### config.mk
export PLATFORM = sky130hd
export DESIGN_NAME = sysbus_arb_flat
export DESIGN_NICKNAME = d
export VERILOG_FILES = /design/src/rtl/sysbus_arb_if.sv /design/src/rtl/sysbus_arb.sv /design/src/flat_wrapper.sv
export SDC_FILE = /design/constraint.sdc
export NUM_CORES = 1
export LEC_CHECK = 0
export BUFFER_PORTS_ARGS = -buffer_cell sky130_fd_sc_hd__clkbuf_2
export CAP_MARGIN = 40
export CORE_MARGIN = 2
export CORE_UTILIZATION = 40
export DETAILED_ROUTE_END_ITERATION = 8
export PLACE_DENSITY = 0.57
export SLEW_MARGIN = 20
export SYNTH_ARGS = -nofsm -noshare
export SYNTH_HDL_FRONTEND = slang
export SYNTH_SLANG_ARGS = --single-unit
### constraint.sdc
create_clock -name clk_i -period 3.5 [get_ports clk_i]
set_input_delay 0.175 -clock clk_i [delete_from_list [all_inputs] [get_ports clk_i]]
set_output_delay 0.175 -clock clk_i [all_outputs]
set_load 0.01 [all_outputs]
### src/rtl/sysbus_arb_if.sv
// System bus arbitration interface: requester-side handshake and the
// arbiter's grant/status outputs, bundled so the arbiter and its bench
// share one definition.
interface sysbus_arb_if #(
  parameter int NREQ = 4
);
  logic [NREQ-1:0] req;
  logic [NREQ-1:0] done;
  logic            hold;
  logic [NREQ-1:0] gnt;
  logic            busy;
  logic [2:0]      owner;
  logic            alarm;
  logic [2:0]      alarm_src;

  // Requester / cycle-control side
  modport master (
    output req, done, hold,
    input  gnt, busy, owner, alarm, alarm_src
  );

  // Arbiter side
  modport slave (
    input  req, done, hold,
    output gnt, busy, owner, alarm, alarm_src
  );
endinterface

### src/rtl/sysbus_arb.sv
// System bus arbiter: shares the memory/IO bus between the CPU P-M
// sequencer (requester 0) and the I/O channels (1..NREQ-1). One grant at a
// time, held until the owner pulses done; a watchdog releases a silent
// transfer and latches a sticky alarm.
//
// state   | meaning
// --------+-------------------------------------------------------------
// S_IDLE  | bus free; pick a winner when hold=0 and any request is up
// S_GRANT | register the one-hot grant for the chosen winner
// S_XFER  | owner holds the bus; watchdog counts until done or timeout
// S_REL   | grant dropped; advance round-robin pointer
module sysbus_arb #(
  parameter int          NREQ     = 4,
  parameter bit          CPU_PRIO = 1'b1,
  parameter int unsigned TMO      = 63
) (
  input  logic         clk_i,
  input  logic         clm_i,
  sysbus_arb_if.slave  bus
);

  typedef enum logic [1:0] {
    S_IDLE  = 2'd0,
    S_GRANT = 2'd1,
    S_XFER  = 2'd2,
    S_REL   = 2'd3
  } state_e;

  localparam logic [7:0] TMO_C  = 8'(TMO);
  localparam logic [3:0] NREQ_C = 4'(NREQ);

  state_e          state_q, state_d;
  logic [NREQ-1:0] gnt_q, gnt_d;
  logic [2:0]      owner_q, owner_d;
  logic [2:0]      winner_q, winner_d;
  logic [2:0]      rr_q, rr_d;
  logic            prio_q, prio_d;
  logic            alarm_q, alarm_d;
  logic [2:0]      alarm_src_q, alarm_src_d;
  logic [7:0]      wd_q, wd_d;

  logic [7:0]      req_pad;
  logic [7:0]      done_pad;
  logic [7:0]      wd_inc;
  logic [3:0]      own_inc;
  logic [2:0]      rr_nxt;
  logic [3:0]      sum4;
  logic [2:0]      pick_idx;
  logic            pick_found;
  logic            pick_prio;
  logic [NREQ-1:0] winner_oh;

  // Zero-extend the request/done vectors so a 3-bit index is always in range.
  assign req_pad  = 8'(bus.req);
  assign done_pad = 8'(bus.done);

  // Watchdog saturates at 8'hFF rather than wrapping back to zero.
  assign wd_inc  = (wd_q == 8'hFF) ? wd_q : wd_q + 8'd1;

  assign own_inc = {1'b0, owner_q} + 4'd1;
  assign rr_nxt  = (own_inc == NREQ_C) ? 3'd0 : own_inc[2:0];

  // Winner selection: CPU override first, otherwise first request at or after rr pointer.
  always_comb begin
    pick_idx   = 3'd0;
    pick_found = 1'b0;
    pick_prio  = 1'b0;
    sum4       = 4'd0;
    if (CPU_PRIO && bus.req[0]) begin
      pick_found = 1'b1;
      pick_prio  = 1'b1;
    end else begin
      for (int k = 0; k < NREQ; k++) begin
        sum4 = {1'b0, rr_q} + 4'(k);
        if (sum4 >= NREQ_C) begin
          sum4 = sum4 - NREQ_C;
        end
        if (!pick_found && req_pad[sum4[2:0]]) begin
          pick_found = 1'b1;
          pick_idx   = sum4[2:0];
        end
      end
    end
  end

  // One-hot decode of the latched winner.
  always_comb begin
    winner_oh = '0;
    for (int k = 0; k < NREQ; k++) begin
      winner_oh[k] = (winner_q == 3'(k));
    end
  end

  // Next-state and output logic.
  // A CPU win by priority override does not move the rr pointer, so the
  // channel rotation resumes where it left off once the CPU is served.
  always_comb begin
    state_d     = state_q;
    gnt_d       = gnt_q;
    owner_d     = owner_q;
    winner_d    = winner_q;
    rr_d        = rr_q;
    prio_d      = prio_q;
    alarm_d     = alarm_q;
    alarm_src_d = alarm_src_q;
    wd_d        = wd_q;
    case (state_q)
      S_IDLE: begin
        if (!bus.hold && pick_found) begin
          winner_d = pick_idx;
          prio_d   = pick_prio;
          state_d  = S_GRANT;
        end
      end
      S_GRANT: begin
        gnt_d   = winner_oh;
        owner_d = winner_q;
        wd_d    = 8'd0;
        state_d = S_XFER;
      end
      S_XFER: begin
        wd_d = wd_inc;
        if (done_pad[owner_q]) begin
          gnt_d   = '0;
          state_d = S_REL;
        end else if (wd_inc == TMO_C) begin
          gnt_d       = '0;
          alarm_d     = 1'b1;
          alarm_src_d = owner_q;
          state_d     = S_REL;
        end
      end
      S_REL: begin
        if (!prio_q) begin
          rr_d = rr_nxt;
        end
        state_d = S_IDLE;
      end
      default: begin
        gnt_d   = '0;
        state_d = S_IDLE;
      end
    endcase
  end

  // State and datapath registers; machine clear drops the grant at once.
  always_ff @(posedge clk_i or posedge clm_i) begin
    if (clm_i) begin
      state_q     <= S_IDLE;
      gnt_q       <= '0;
      owner_q     <= 3'd0;
      winner_q    <= 3'd0;
      rr_q        <= 3'd0;
      prio_q      <= 1'b0;
      alarm_q     <= 1'b0;
      alarm_src_q <= 3'd0;
      wd_q        <= 8'd0;
    end else begin
      state_q     <= state_d;
      gnt_q       <= gnt_d;
      owner_q     <= owner_d;
      winner_q    <= winner_d;
      rr_q        <= rr_d;
      prio_q      <= prio_d;
      alarm_q     <= alarm_d;
      alarm_src_q <= alarm_src_d;
      wd_q        <= wd_d;
    end
  end

  assign bus.gnt       = gnt_q;
  assign bus.busy      = |gnt_q;
  assign bus.owner     = owner_q;
  assign bus.alarm     = alarm_q;
  assign bus.alarm_src = alarm_src_q;

endmodule

### src/flat_wrapper.sv
// flat-port wrapper written by rule: the top's interface ports become plain ports
module sysbus_arb_flat 
#(
  parameter int          NREQ     = 4,
  parameter bit          CPU_PRIO = 1'b1,
  parameter int unsigned TMO      = 63
)
  (clk_i, clm_i, bus_req, bus_done, bus_hold, bus_gnt, bus_busy, bus_owner, bus_alarm, bus_alarm_src);
  sysbus_arb_if #(.NREQ(NREQ)) bus_i ();
  input  logic clk_i;
  input  logic clm_i;
  input wire logic [$bits(bus_i.req)-1:0] bus_req;
  input wire logic [$bits(bus_i.done)-1:0] bus_done;
  input wire logic [$bits(bus_i.hold)-1:0] bus_hold;
  output wire logic [$bits(bus_i.gnt)-1:0] bus_gnt;
  output wire logic [$bits(bus_i.busy)-1:0] bus_busy;
  output wire logic [$bits(bus_i.owner)-1:0] bus_owner;
  output wire logic [$bits(bus_i.alarm)-1:0] bus_alarm;
  output wire logic [$bits(bus_i.alarm_src)-1:0] bus_alarm_src;
  assign bus_i.req = bus_req;
  assign bus_i.done = bus_done;
  assign bus_i.hold = bus_hold;
  assign bus_gnt = bus_i.gnt;
  assign bus_busy = bus_i.busy;
  assign bus_owner = bus_i.owner;
  assign bus_alarm = bus_i.alarm;
  assign bus_alarm_src = bus_i.alarm_src;
  sysbus_arb #(.NREQ(NREQ), .CPU_PRIO(CPU_PRIO), .TMO(TMO)) u_core (.clk_i(clk_i), .clm_i(clm_i), .bus(bus_i));
endmodule
Word level (Yosys, flattened, before mapping)

Index checks and enable logic that the tools add are counted.

Add/sub/neg operators: 9
Order comparisons: 9
Equality and inequality tests: 11
Mux-type cells: 42
Bitwise gates (word level): 2
Reduce and logical (&&, ||, !) cells: 17

Operators with widths:

| operator              | count |
|---|---|
| $mux W3               | 14 |
| $lt A3 B4 Y1 const B  | 5 |
| $pmux W8 S2           | 1 |
| $bmux W1 S3           | 5 |
| $mux W1               | 14 |
| $ge A4 B3 Y1 const B  | 3 |
| $sub A3 B3 Y3 const B | 4 |
| $add A3 B1 Y4 const B | 2 |
| $add A3 B2 Y4 const B | 2 |
| $add A8 B1 Y8 const B | 1 |
| $eq A8 B6 Y1 const B  | 1 |
| $eq A8 B8 Y1 const B  | 1 |
| $mux W4               | 2 |
| $mux W8               | 1 |
| $pmux W2 S4           | 1 |
| $pmux W4 S2           | 1 |
| $reduce_and A2 Y1     | 4 |
| $eq A3 B2 Y1 const B  | 2 |
| $mux W2               | 3 |
| $eq A2 B2 Y1 const B  | 2 |
| $eq A4 B3 Y1 const B  | 1 |
| $logic_and A1 B1 Y1   | 4 |
| $logic_not A1 Y1      | 4 |
| $reduce_or A4 Y1      | 1 |
| other kinds (10)      | 11 |

Register bits after elaboration: 28
Input bits: 11
Output and inout bits: 12
Logic and storage cells: 99

Longest topological paths before layout

Depth after elaboration: 22
Mapped depth: 9
Depth with buffers taken out: 8

Least setup slack after synthesis

OpenSTA, ideal clock, no wires.

Path kind: reg2reg
Start: register u_core.rr_q[0]
End: register u_core.winner_q[1]
Library setup time: 127 ps
Arrival: 2,500 ps
Data required time: 3,373 ps
Setup slack: 873 ps
Cell stages (with the launch flop): 10
Path buffers: 1
Period minus slack after synthesis: 2,627 ps
Cell sequence: dfrtp_1 buf_4 inv_1 ha_1 mux4_2 nand2_1 or3b_4 nor3b_1 nor3b_1 mux2_1

Longest elaborated chain between the ends: 21
Elaborated cells on any way between the ends: 48
Those cells by class: 7 x add/sub; 4 x order compare; 29 x mux; 8 x reduce/logical

RTL lines:

| element                                                | line              | RTL |
|---|---|---|
| start: declaration                                     | sysbus_arb.sv:36  | `logic [2:0] rr_q, rr_d;` |
| start signal: assignment                               | sysbus_arb.sv:163 | `rr_q <= rr_d;` |
| branches (longest 21 deep; another with $add A3 B1 Y4) | --                |  |
| end signal: assignment                                 | sysbus_arb.sv:162 | `winner_q <= winner_d;` |
| end: declaration                                       | sysbus_arb.sv:35  | `logic [2:0] winner_q, winner_d;` |

Several ways; the timed one is not identified. The select of a mux whose other input is x is not followed.
A chain may end at the register's enable or synchronous reset.

Worst setup path in the final report

Ends and elaborated chain as after synthesis.

==> flow_summary.json <==
{
  "status": "finished clean",
  "cp.required_ns": 3.66,
  "synth_top_family_by_area": "simple AND/OR/NAND/NOR gates",
  "r2r_slack_ns": 0.57,
  "drt_iter0_drc": 48,
  "clkTransAtPathRegs_ns": 0.09,
  "clkSinkCount": 28,
  "die_w_um": 68.7,
  "critPathCaptureType": "register",
  "tightestPinTransition_ns": 0.602,
  "cts_buffer_depth": 2,
  "slowest_stage": "dfrtp_1",
  "clock_latency_ns": 0.27,
  "met1_length_mm": 1.54,
  "holdPathEnd": "u_core.winner_q[2]",
  "rows": 23,
  "pre_cts_slack_ns": 0.581,
  "htreeDepth": 1,
  "final_area_sq_um": 1920,
  "grt_pass1_wl_mm": 5.55,
  "critPathArrivalTime_ns": 3.09,
  "path_common_cell": "nor3b_1",
  "synth_compound_area_share_pct": 14.7,
  "wl_met3_um": 83,
  "ys_seq_elements": 28,
  "topRoutingLayerUsed": "met4",
  "final_util_pct": 48.0,
  "clock_skew_ns": 0.00550,
  "cts_resized": 0,
  "wl_per_cell_um": 14.9,
  "grt_antenna_before_repair": 0,
  "numCtsBuffers": 3,
  "min_period_ns": 2.93,
  "period_share_pct": 83.8,
  "path_cells": "inv_1 -> ha_1 -> mux4_2 -> nand2_1 -> or3b_4 -> nor3b_1 -> nor3b_1 -> mux2_1",
  "gp_congestion": 0.799,
  "power.leakage_nw": 0.880,
  "setup-violations-final": 0,
  "powerDensity_nw_per_um2": 735,
  "synth_fp_nets": 184,
  "hp-start": "bus_hold",
  "reg2reg_from": "u_core.rr_q[0]",
  "finalMaxSlewViolations": 0,
  "chipHeight_um": 68.7,
  "cp_num_cells": 8,
  "hold_depth": 3,
  "hold_viol_final": 0,
  "rsz0062_at_grt": "no",
  "numPortBuffers": 22,
  "hold_class": "input pin to register",
  "n_antenna_cell": 0,
  "drt_pass1_iterations": 4,
  "vias": 1312,
  "criticalPathCategory": "register to register",
  "synthMuxAreaShare_pct": 15.0,
  "worstPathMaxFanout": 12,
  "synth.avg_cell_area_sq_um": 10.1,
  "dpl-instance-area_sq_um": 1840,
  "coreArea_sq_um": 4000,
  "synth_xor_area_share_pct": 0,
  "slowest_delay_ns": 0.60,
  "hpwl_mm": 2.79,
  "tns_ns": 0,
  "ant_nets": 0,
  "reg2reg_to": "u_core.winner_q[1]",
  "fin_nets": 205,
  "wl_met2_mm": 1.86,
  "grt_max_degree": 18,
  "grt_pass1_vias": 1180,
  "fillers": 372,
  "area_delta_synth_final_pct": 14.7,
  "avgViaCountPerCell": 5.58,
  "hold_buffers": 1,
  "syn_area_sq_um": 1670,
  "synth_simple_gate_area_share_pct": 18.8,
  "routed_wl_mm": 3.51,
  "finalPower_mw": 1.41,
  "seq_area_frac_synth_pct": 41.9,
  "crit_path_start_kind": "register",
  "fin_ws_ns": 0.568,
  "critPathBufInv": 1,
  "initial_core_util_pct": 41.8,
  "post_cts_buffers": 0,
  "drc": 0,
  "root_buffer": "clkbuf_8",
  "path_delay_family": "multiplexers",
  "max_freq_mhz": 341,
  "peakVddDrop_mv": 0.233,
  "timing.slew.headroom_pct": 59.8,
  "cts_tree": "yes",
  "drive_gt1_share_pct": 22.7,
  "track_usage_pct": 16.2,
  "synthAdderAreaFrac_pct": 5.98,
  "grt_overflow": 0,
  "drv_cap": 0,
  "syn_inst": 165,
  "io_pins": 23,
  "design.die.area_sq_um": 4720,
  "reg2regPathDepth": 8,
  "ys_types": 37,
  "synth_warnings": 0
}
[cells in the mapped netlist, drive strengths merged]
| cell type | count | share of area [%] |
|---|---|---|
| nand4b | 4 | 2.1 |
| mux4 | 2 | 2.7 |
| and3 | 2 | 0.75 |
| dfrtp | 28 | 42 |
| nor3b | 2 | 0.90 |
| o22a | 1 | 0.52 |
| o31ai | 4 | 1.8 |
| or3 | 1 | 0.37 |
| o221a | 1 | 0.67 |
| o2bb2ai | 4 | 2.1 |
| nor3 | 1 | 0.30 |
| nand3 | 3 | 0.90 |
| mux2 | 12 | 8.1 |
| nor2 | 5 | 1.1 |
| buf | 2 | 0.75 |
| a31oi | 3 | 1.1 |
| o211ai | 2 | 0.90 |
| nand3b | 3 | 1.3 |
| nand4 | 3 | 1.1 |
| o21ai | 10 | 3.0 |
| nand2b | 7 | 2.6 |
| and4 | 1 | 0.52 |
| or4 | 1 | 0.45 |
| nor2b | 4 | 1.5 |
| o22ai | 1 | 0.37 |
| and4b | 1 | 0.60 |
| a41oi | 2 | 1.0 |
| ha | 8 | 6.0 |
| o21a | 1 | 0.45 |
| clkbuf | 6 | 1.3 |
| a21oi | 9 | 2.7 |
| nand2 | 16 | 3.6 |
| or3b | 1 | 0.67 |
| inv | 7 | 1.6 |
| mux2i | 7 | 4.2 |
[how the worst max path moves through the flow]
stage                        start                 end  slack (ns)
floorplan           u_core.rr_q[0]  u_core.winner_q[1]        0.87
global placement    u_core.rr_q[0]  u_core.winner_q[1]        0.68
detailed placement  u_core.rr_q[0]  u_core.winner_q[1]        0.58
CTS                 u_core.rr_q[0]  u_core.winner_q[1]        0.57
global route        u_core.rr_q[0]  u_core.winner_q[1]        0.44
finish              u_core.rr_q[0]  u_core.winner_q[1]        0.57
[sequential cells by signal, indices dropped and copies added (netlist names)]
name and flops:
u_core.wd_q 8, u_core.bus.gnt 4, u_core.bus.alarm_src 3, u_core.bus.owner 3, u_core.rr_q 3, u_core.winner_q 3
u_core.state_q 2, u_core.bus.alarm 1, u_core.prio_q 1
[metrics by stage]
step	hold slack, ns	cells
floorplan	0.240	165
global placement	0.454	229
detailed placement	0.262	230
CTS	0.230	235
global route	0.244	235
finish	0.241	235
[routing by layer]
layer  vias to the layer above  track usage, %
met2                        17            29.4
li1                        652               -
met4                         0            4.50
met3                         2            2.44
met1                       641            19.8
met5                         -               0
[report_power, final]
part / switching [mW] / leakage [nW] / internal, mW
clock: 0.0954 / 0.0357 / 0.153
combinational: 0.350 / 0.471 / 0.304
sequential: 0.106 / 0.374 / 0.402
total: 0.551 / 0.880 / 0.859
[final cells by class]
type	instances	area, sq um	area share [%]
Clock buffer	3	41.3	2.15
Clock inverter	1	30.0	1.56
Inverter	7	26.3	1.37
Multi-Input combinational cell	122	911	47.5
Sequential cell	28	701	36.5
Tap cell	50	62.6	3.26
Timing Repair Buffer	24	148	7.69
[placed cells by master, fill, tap and decap left out, types with 3 or more instances in the layout]
master,Yosys,final
nand4_1,3,3
nor2b_1,4,4
o31ai_1,4,4
mux2_2,11,11
a31oi_1,3,3
nand4b_1,4,4
clkbuf_8,0,3
nand2_1,16,16
o21ai_0,10,10
nor2_1,5,5
nand3_1,3,3
clkbuf_2,0,22
inv_1,7,7
o2bb2ai_1,4,4
dfrtp_1,28,28
nand3b_1,3,3
ha_1,8,8
a21oi_1,9,9
nand2b_1,7,7
mux2i_1,7,7
[worst register-to-register path, cell delays in order, from the launching register on]
cell	delay, ns
dfrtp_1	0.60
inv_1	0.15
ha_1	0.39
mux4_2	0.54
nand2_1	0.09
or3b_4	0.40
nor3b_1	0.19
nor3b_1	0.13
mux2_1	0.32
[kinds of logic after synthesis]
family | count (synthesis)
simple gates | 55
compound gates | 38
flops | 28
mux | 21
buf+inv | 15
fa+ha+maj | 8
(Power assumes the default switching activity.)
